`config.mk`:
```
export PLATFORM = sky130hd
export DESIGN_NAME = rf_wport_arb
export DESIGN_NICKNAME = d
export VERILOG_FILES = /design/src/rtl/rf_wport_arb.sv
export SDC_FILE = /design/constraint.sdc
export NUM_CORES = 1
export LEC_CHECK = 0
export ABC_AREA = 0
export CAP_MARGIN = 25
export CORE_AREA = 5 5 84 86
export CTS_CLUSTER_DIAMETER = 40
export CTS_CLUSTER_SIZE = 16
export DETAILED_ROUTE_END_ITERATION = 6
export DIE_AREA = 0 0 89 91
export PLACE_DENSITY = 0.79
export SYNTH_ARGS = -nofsm -noshare
export SYNTH_HDL_FRONTEND = slang
export SYNTH_SLANG_ARGS = --single-unit
```
`constraint.sdc`:
```
create_clock -name i_clk -period 1.7 [get_ports i_clk]
set_input_delay 0.34 -clock i_clk [delete_from_list [all_inputs] [get_ports i_clk]]
set_output_delay 0.34 -clock i_clk [all_outputs]
set_load 0.03 [all_outputs]
```
`src/rtl/rf_wport_arb.sv`:
```
// rf_wport_arb: shares the single register-file write port between two writers.
//   Port A (in-order writeback) has fixed priority; port B (long-latency unit) is
//   forced through after MAX_WAIT consecutive refusals. One registered stage
//   drives the RF write port (latency 1, never back-pressures).
//
// Optional feature macro: RF_ARB_SCOREBOARD_EN
//   defined     -> 32-entry pending scoreboard for registers awaiting a B write
//   not defined -> o_pending tied to zero, i_lock_* ignored
//
// Ports:
//   i_clk, i_rst_n                 clock, asynchronous active-low reset
//   i_a_valid/o_a_ready/i_a_addr/i_a_data   port A write request handshake
//   i_b_valid/o_b_ready/i_b_addr/i_b_data   port B write request handshake
//   i_lock_en/i_lock_addr          mark a register pending on B-op issue
//   o_pending                      registered pending bitmap (bit 0 always 0)
//   o_rd_wen/o_rd_waddr/o_rd_wdata registered RF write port
//   o_a_ready/o_b_ready are combinational.

module rf_wport_arb #(
  parameter int unsigned MAX_WAIT = 3,
  parameter int unsigned CNT_W    = 2
) (
  input  logic        i_clk,
  input  logic        i_rst_n,
  input  logic        i_a_valid,
  output logic        o_a_ready,
  input  logic [4:0]  i_a_addr,
  input  logic [31:0] i_a_data,
  input  logic        i_b_valid,
  output logic        o_b_ready,
  input  logic [4:0]  i_b_addr,
  input  logic [31:0] i_b_data,
  input  logic        i_lock_en,
  input  logic [4:0]  i_lock_addr,
  output logic [31:0] o_pending,
  output logic        o_rd_wen,
  output logic [4:0]  o_rd_waddr,
  output logic [31:0] o_rd_wdata
);

  localparam int unsigned AW   = 5;
  localparam int unsigned DW   = 32;
  localparam int unsigned NREG = 32;

  logic [CNT_W-1:0] cnt_q;
  logic [CNT_W-1:0] cnt_d;
  logic             starve;
  logic             a_xfer;
  logic             b_xfer;
  logic             wen_d;
  logic [AW-1:0]    waddr_d;
  logic [DW-1:0]    wdata_d;

  // Arbitration: A wins unless B has been refused MAX_WAIT cycles in a row.
  always_comb begin
    starve    = (cnt_q == CNT_W'(MAX_WAIT));
    o_a_ready = !(i_b_valid && starve);
    o_b_ready = !i_a_valid || starve;
    a_xfer    = i_a_valid && o_a_ready;
    b_xfer    = i_b_valid && o_b_ready;
  end

  // Starvation counter: counts refused B cycles, saturating at MAX_WAIT.
  always_comb begin
    cnt_d = cnt_q;
    if (!i_b_valid || b_xfer) begin
      cnt_d = '0;
    end else if (!starve) begin
      cnt_d = cnt_q + CNT_W'(1);
    end
  end

  // Write stage next value; x0 destinations complete the handshake but never write.
  always_comb begin
    wen_d   = 1'b0;
    waddr_d = o_rd_waddr;
    wdata_d = o_rd_wdata;
    if (a_xfer) begin
      wen_d   = (i_a_addr != '0);
      waddr_d = i_a_addr;
      wdata_d = i_a_data;
    end else if (b_xfer) begin
      wen_d   = (i_b_addr != '0);
      waddr_d = i_b_addr;
      wdata_d = i_b_data;
    end
  end

  // Counter and write-stage registers.
  always_ff @(posedge i_clk or negedge i_rst_n) begin
    if (!i_rst_n) begin
      cnt_q      <= '0;
      o_rd_wen   <= 1'b0;
      o_rd_waddr <= '0;
      o_rd_wdata <= '0;
    end else begin
      cnt_q      <= cnt_d;
      o_rd_wen   <= wen_d;
      o_rd_waddr <= waddr_d;
      o_rd_wdata <= wdata_d;
    end
  end

`ifdef RF_ARB_SCOREBOARD_EN
  logic [NREG-1:0] pend_q;
  logic [NREG-1:0] pend_d;

  // Clear on B completion first, then set on new issue so a same-cycle lock wins.
  always_comb begin
    pend_d = pend_q;
    if (b_xfer) begin
      pend_d[i_b_addr] = 1'b0;
    end
    if (i_lock_en && (i_lock_addr != '0)) begin
      pend_d[i_lock_addr] = 1'b1;
    end
    pend_d[0] = 1'b0;
  end

  always_ff @(posedge i_clk or negedge i_rst_n) begin
    if (!i_rst_n) begin
      pend_q <= '0;
    end else begin
      pend_q <= pend_d;
    end
  end

  assign o_pending = pend_q;
`else
  // Lock inputs have no consumer in this build.
  logic unused_lock;
  assign unused_lock = &{1'b0, i_lock_en, i_lock_addr};
  assign o_pending   = NREG'(0);
`endif

endmodule

```
==> metrics list, run 1 <==
* Count of mapped cells out of synthesis: 176
- Number of buffers created by CTS: 5
* Crit-path leading delay family: buffers and inverters
- Summing over every cut layer, the via total after detailed routing is 1832.
- OpenSTA, run right after detailed placement, puts the worst setup slack at -0.0713 ns.
* WL final: 6470 um
* DP Wirelength: 5010 um
- Total number of yosys warnings: 0
* Worst path depth: 1
- Worst Skew: 0.00919 ns
- The initialized floorplan defines 29 standard-cell rows.
- CTS built an H-tree with a depth of 2.
- Static timing analysis puts the maximum clock frequency at 604 MHz.
- Placer congestion estimate: 0.759
- Total of max-cap violations: 0
* Die ar.: 8100 um2
- Setup repair after global routing missed its margin: false
- The checks that failed: negative hold slack.
- Across all hold checks on the routed design, the worst slack comes to -0.00595 ns.
- In this run the power density over the cells is 805 nW/um2.
- Of the cells placed in the final design, the portion with a size suffix greater than 1 is 0.107.
* Root Buffer: clkbuf_8
- The core region is 6200 um2.
- The first global-routing pass estimated 10200 um of wire.
- Largest voltage drop on the vdd net: 0.361 mV
* Synth-to-layout area growth: 69.8%
- Post-detailed-route count of antenna-violating nets: 0
- In this run, the number of DRC markers left after iteration 0 of detailed routing was 46.
- In this run the vertical extent of the chip is 91 um.
* Post-route total power: 2.79 mW
- Crit path setup slack, layout: 0.0437 ns
- Drt first pass iters: 4
* Flip-flop and latch count after synthesis: 40
* Post-DR vias/cell: 4.77
- Sinks on the clock net: 40
- The worst hold path belongs to the class in -> async.
* Setup violation total in the final timing report: 0
- After global routing the overflow that remains totals 0.
- Clock latency on the worst-skew pair: 0.29 ns
- For this run, the register share of the synthesized area comes to 0.490.
* Number of distinct library cells after synthesis: 24
- Measured along the x axis, the die boundary spans 89 um.
- Dividing the synthesized area by the synthesized cell count gives 11.6 um2.
- In this run, post-CTS hold repair placed 0 buffers.
- After clock tree synthesis, the clock-pin slew on the worst setup and hold paths is 0.08 ns.
- Number of global-route vias before repair: 2043
- The initial antenna violation count came to 0.
- Worst reg2reg path depth: 6
- Post-Syn Area: 2040 um2
- Data arrives at the worst endpoint at 1.32 ns.
- Leakage dissipation: 1.96 nW
- Initial core utilization: 0.329
- In the finished design, the share of the clock period the worst path needs comes to 0.974.
- Area share of the largest cell type after synthesis: 0.490
- STA classifies the critical path endpoint as an output pin.
- The repair_antennas step left the layout with diodes totalling 0.
* Series of cell instances along the critical path: clkdlybuf4s50_1
- Post-CTS setup buffers: 0
* Number of ports placed on the die boundary: 156
- Entering global routing, the biggest net connects 30 pins.
* Combined global-route utilization of all metal layers: 0.162
* Max stage delay on crit path: 0.68 ns
- For the finished layout, the period the worst path requires is 1.66 ns.
- Final Max Slew Viols: 0
* Clock tree from TritonCTS: built
- In this run the worst path has a maximum fanout of 2.
- The hold violation count in the final report was 5.
- The slowest stage of the critical path belongs to the cell clkdlybuf4s50_1.
- Kind of critical path: reg -> out
- Post-DR wirelength/cell: 16.9 um
- IO Port Bufs: 117
- Worst path buffer plus inverter count: 1
- Remaining design rule violation count: 0
* Kind of start point of the critical path: flip-flop
- Setup total negative slack on the finished layout was measured at 0 ns.
* Biggest area contributors in the synthesized netlist: dfrtp_1 (49%), a22o_1 (15%), a21o_1 (13%)
- In this run the deepest clock path goes through 2 buffers.
- Summed over all instances, the cell type with the most area after synthesis is dfrtp_1.
- For this run, the post-layout net count is 392.
- The flow ran to the end, but the final reports show violations.
- Worst-case register-to-register setup slack: 0.19 ns
* Critical path data required time: 1.36 ns
==> through the flow <==
stage | util | instances | cell area (um2)
after detailed placement | 0.529 | 376 | 3280
after global placement | 0.529 | 376 | 3280
after CTS | 0.546 | 384 | 3390
final | 0.559 | 384 | 3470
after global routing | 0.559 | 384 | 3470
after floorplan | - | 207 | 2160
==> cell usage in the layout, fill, tap and decap left out, types with 2 or more instances in the layout <==
cell type,count
clkdlybuf4s50_1,79
dfrtp_1,40
a22o_1,36
a21o_1,36
conb_1,32
dlymetal6s2s_1,31
buf_4,16
clkbuf_8,5
dlygate4sd2_1,4
or4_1,2
o21ai_0,2
nor2_1,2
buf_12,2
==> path summary, 6_finish.rpt <==
check                                     from        endpoint
worst max-delay path            o_rd_wdata[10]  o_rd_wdata[10]
worst min-delay path                   i_rst_n  o_rd_wdata[25]
worst max register to register        cnt_q[1]   o_rd_wdata[9]
worst min register to register   o_rd_waddr[1]   o_rd_waddr[1]
max in group asynchronous              i_rst_n  o_rd_wdata[10]
min in group i_clk               o_rd_waddr[1]   o_rd_waddr[1]
==> layer usage <==
metal | GRT usage | vias to the layer above | routed length, um
met5 | 0 | - | 0
met4 | 0.0484 | 0 | 116
met3 | 0.0670 | 10 | 813
met2 | 0.275 | 99 | 3180
met1 | 0.186 | 883 | 2370
li1 | - | 840 | -
==> cell families after synthesis <==
logic type	Yosys count	share of synthesized area
and+or+nand+nor	9	0.0257
adders and majority gates	2	0.0122
AOI/OAI and AO/OA	78	0.306
other	1	0.00184
buffers and inverters	43	0.149
DFF	40	0.490
muxes	2	0.0104
xor gates and xnor gates	1	0.00429
==> synthesized netlist by cell type <==
cell type / n
buf_6: 2
ha_1: 2
buf_4: 32
inv_1: 1
mux2i_1: 1
o22ai_1: 1
xor2_1: 1
a21o_1: 36
nand3b_1: 1
nor2_2: 2
or4_1: 2
clkbuf_1: 1
a22o_1: 36
buf_2: 7
conb_1: 1
a21oi_1: 1
nand2b_1: 1
nor2_1: 2
o21ai_0: 2
a21boi_2: 1
o211ai_1: 1
dfrtp_1: 40
nand2_1: 1
mux2_2: 1
==> registers in the layout (all words and copies together), names as in the netlist <==
| signal | flops |
|---|---|
| o_rd_waddr | 5 |
| o_rd_wdata | 32 |
| cnt_q | 2 |
| o_rd_wen | 1 |
==> final cells by class <==
cell class	count	area, um2
Sequential cell	40	1000
Clock inverter	2	35.0
Timing Repair Buffer	134	1390
Clock buffer	6	72.6
Tap cell	77	96.3
Multi-Input combinational cell	124	871
Inverter	1	3.75
Fill cell	549	2740
==> power by group <==
| group | internal [mW] | leakage (nW) | switching [mW] |
|---|---|---|---|
| clock network | 0.436 | 0.0552 | 0.336 |
| registers | 1.04 | 0.477 | 0.0505 |
| logic | 0.436 | 1.43 | 0.491 |
| total | 1.92 | 1.96 | 0.877 |
==> what timing repair did <==
item	in CTS	in global routing
pin swaps	0	1
gates resized for setup	5	33
endpoints found under the setup margin	4	32
(Power assumes the default switching activity.)
==> run 2: changes to the inputs <==
--- a/config.mk
+++ b/config.mk
@@ -6,13 +6,13 @@
 export NUM_CORES = 1
 export LEC_CHECK = 0
 export ABC_AREA = 0
-export CAP_MARGIN = 25
+export CAP_MARGIN = 10
 export CORE_AREA = 5 5 84 86
 export CTS_CLUSTER_DIAMETER = 40
 export CTS_CLUSTER_SIZE = 16
 export DETAILED_ROUTE_END_ITERATION = 6
 export DIE_AREA = 0 0 89 91
-export PLACE_DENSITY = 0.79
+export PLACE_DENSITY = 0.78
 export SYNTH_ARGS = -nofsm -noshare
 export SYNTH_HDL_FRONTEND = slang
 export SYNTH_SLANG_ARGS = --single-unit
==> run 2 against run 1 <==
The run now ends clean. Maximum frequency is 0.96% lower. Worst hold slack improved by 0.019 ns. Clock power decreased by 11%. Critical path depth unchanged. Cell area down 1.2%. Flip-flop and latch count stayed put. Register-to-register slack worse by 0.06 ns. Sequential share of layout area up 0.35 points. First-iteration DRC count fell by 2.2%.
==> metrics list, run 2 (synthesis results as in run 1) <==
* Result of the run: finished clean
* FF-to-FF Start: cnt_q[0]
- Setup repair after global routing left no endpoint under its margin.
- Clock latency on the worst-skew pair: 0.29 ns (about the same)
* Max Fanout on Critical Path: 2 (unchanged)
- Post-DR wirelength/cell: 16.5 um (-2.1%)
* Largest registers: o_rd_wdata (32), o_rd_waddr (5), cnt_q (2)
- Headroom to the max-slew limit came out at 0.660.
- Hold-fix buffer count after cts: 0 (unchanged)
* Floorplan row count: 29 (unchanged)
* Post-route total power: 2.72 mW (-2.7%)
- N_diodes: 0 (unchanged)
- The critical path starts at o_rd_wdata[6].
* Remaining design rule violation count: 0 (unchanged)
- The count of nets left with antenna violations after detail routing came to 0 (unchanged).
- Number of global-route vias before repair: 1889 (-7.5%)
* Largest voltage drop on the vdd net: 0.385 mV (+6.7%)
* Initial core utilization: 0.329 (unchanged)
- Synth-to-layout area growth: 67.8%
* IO Port Bufs: 117 (unchanged)
* Post-CTS setup buffers: 0 (unchanged)
* Leakage dissipation: 1.83 nW (-6.5%)
* Total of max-cap violations: 0 (unchanged)
- The final-layout setup total negative slack is 0 ns (unchanged).
* Series of cell instances along the critical path: clkdlybuf4s50_1
* Filler cell count in the final layout: 520 (-5.3%)
- The number of DRC markers after the initial detailed-route iteration is 45 (-2.2%).
- The width of the die is 89 um (unchanged).
* Post-Layout Inst Area: 3430 um2 (-1.2%)
- Placer congestion estimate: 0.697 (-8.1%)
- Kind of start point of the critical path: flip-flop
* Combined global-route utilization of all metal layers: 0.149 (-0.0132)
- Die ar.: 8100 um2 (unchanged)
* Capturing point of the worst reg2reg path: o_rd_waddr[3]
- Actual slew at the worst max-slew pin: 0.510 ns
* Setup violation total in the final timing report: 0 (unchanged)
- Worst path depth: 1 (unchanged)
* Root Buffer: clkbuf_8
* First-pass GRT wire length: 9470 um (-7.4%)
- The number of top-level pins is 156 (unchanged).
* Die H: 91 um (unchanged)
* Number of antenna violations at the first check in global routing: 0 (unchanged)
- The storage element area is 1000 um2 (unchanged).
- The critical path required time was 1.36 ns (about the same).
- The number of max-slew violations in the final report is 0 (unchanged).
- Register ranked first by flip-flop count: o_rd_wdata
- Drt first pass iters: 4 (unchanged)
- CTS H-tree depth: 2 (unchanged)
- The number of buffers on the longest clock path came to 2 (unchanged).
- Largest net degree at the start of global routing: 29 (-3.3%)
- The critical path's largest stage delay came to 0.68 ns (about the same).
- DP Wirelength: 4930 um (-1.6%)
- Crit path setup slack, layout: 0.0276 ns (-0.0161 ns)
* Worst path buffer plus inverter count: 1 (unchanged)
- Most frequent standard cell in the layout excluding fill and tap cells: clkdlybuf4s50_1
* Max FFs per register: 32 (unchanged)
- The net count of the finished layout was 391 (-0.26%).
- Arrival time of the worst setup path: 1.33 ns (about the same)
- Placement-stage cell area: 3290 um2 (+0.15%)
- The clock tree skew after final layout is 0.00480 ns (-0.00439 ns).
- Worst-case register-to-register setup slack: 0.13 ns (-0.06 ns)
- Tightest Hold Check Type: in -> async
- Crit-path leading delay family: buffers and inverters
- The total wire length was 6310 um (-2.6%).
- Layout cell share with drive strength beyond 1: 0.0984 (-0.00913)
- Maximum clock rate: 598 MHz (-0.96%)
* Leading cell types in the layout, fill and taps excluded: clkdlybuf4s50_1 (94), dfrtp_1 (40), a22o_1 (36), a21o_1 (36), conb_1 (32)
* Final worst path period need: 1.67 ns (+0.0161 ns)
* Area of the multi-input gates: 866 um2 (-0.57%)
- The clock edge transition at the registers on the reported setup and hold paths came to 0.08 ns (about the same).
- Count of final hold-check violations: 0 (-5)
* Placeable Area: 6200 um2 (unchanged)
- Worst reg2reg path depth: 5 (-1)
- The worst hold slack came to 0.0126 ns (+0.0185 ns).
* Post-DR vias/cell: 4.66 (-2.4%)
* Minimum setup slack after placement: -0.0682 ns (+0.00308 ns)
- Fin crit share: 0.984 (+0.00945)
* Power per standard cell area: 793 nW/um2 (-1.5%)
- Among all stages on the critical path, the largest delay is contributed by clkdlybuf4s50_1.
- Clock tree from TritonCTS: built
* Routed via count: 1779 (-2.9%)
- Number of buffers created by CTS: 5 (unchanged)
* Sinks on the clock net: 40 (unchanged)
- Last element of the critical path: o_rd_wdata[6]
* Grt total ovfl: 0 (unchanged)
- Kind of critical path: reg -> out
- Crit. End Element: output pin
[run 2: cell count changes in the layout (fill, tap and decap cells not counted), moves of 2 or more]
cell and delta:
clkbuf_8 +2, dlygate4sd2_1 -3, clkdlybuf4s50_1 +15, dlymetal6s2s_1 -12
[run 2: through the flow]
stage	utilization	cells
floorplan	-	207
global placement	0.530	375
detailed placement	0.530	375
CTS	0.545	382
global route	0.553	382
finish	0.553	382
[run 2: layer usage]
layer  vias to the layer above  GRT usage  part of all wire  wire (um)
li1                        837          -                 -          -
met1                       841      0.177              0.39       2450
met2                        94      0.256              0.49       3120
met3                         7     0.0534              0.11        670
met4                         0     0.0347             0.011         68
met5                         -          0                 0          0
[run 2: final cells by class]
cell class                 instances  area share
inverter                           1     0.00109
multi-input combinational        124       0.253
clock buffer                       7      0.0281
tap                               77      0.0281
timing repair buffer             133       0.398
sequential                        40       0.292
[run 2: worst min-delay path by stage]
stage / start / to / cells after the start
after detailed placement: i_rst_n / o_rd_wdata[27] / 1
after CTS: i_rst_n / o_rd_wdata[27] / 1
after global placement: i_rst_n / o_rd_wdata[27] / 1
after floorplan: i_rst_n / cnt_q[0] / 0
after global routing: i_rst_n / o_rd_wdata[25] / 1
final: i_rst_n / o_rd_wdata[29] / 1
[run 2: timing repair]
item,4_1_cts,5_1_grt
gates resized for setup,1,19
endpoints found under the setup margin,1,19
cloned,0,0
[run 2: report_power, final]
part	internal, mW	switching [mW]	leakage [nW]
registers	1.04	0.0513	0.477
logic	0.449	0.489	1.31
clock network	0.362	0.323	0.0503
total	1.85	0.864	1.83
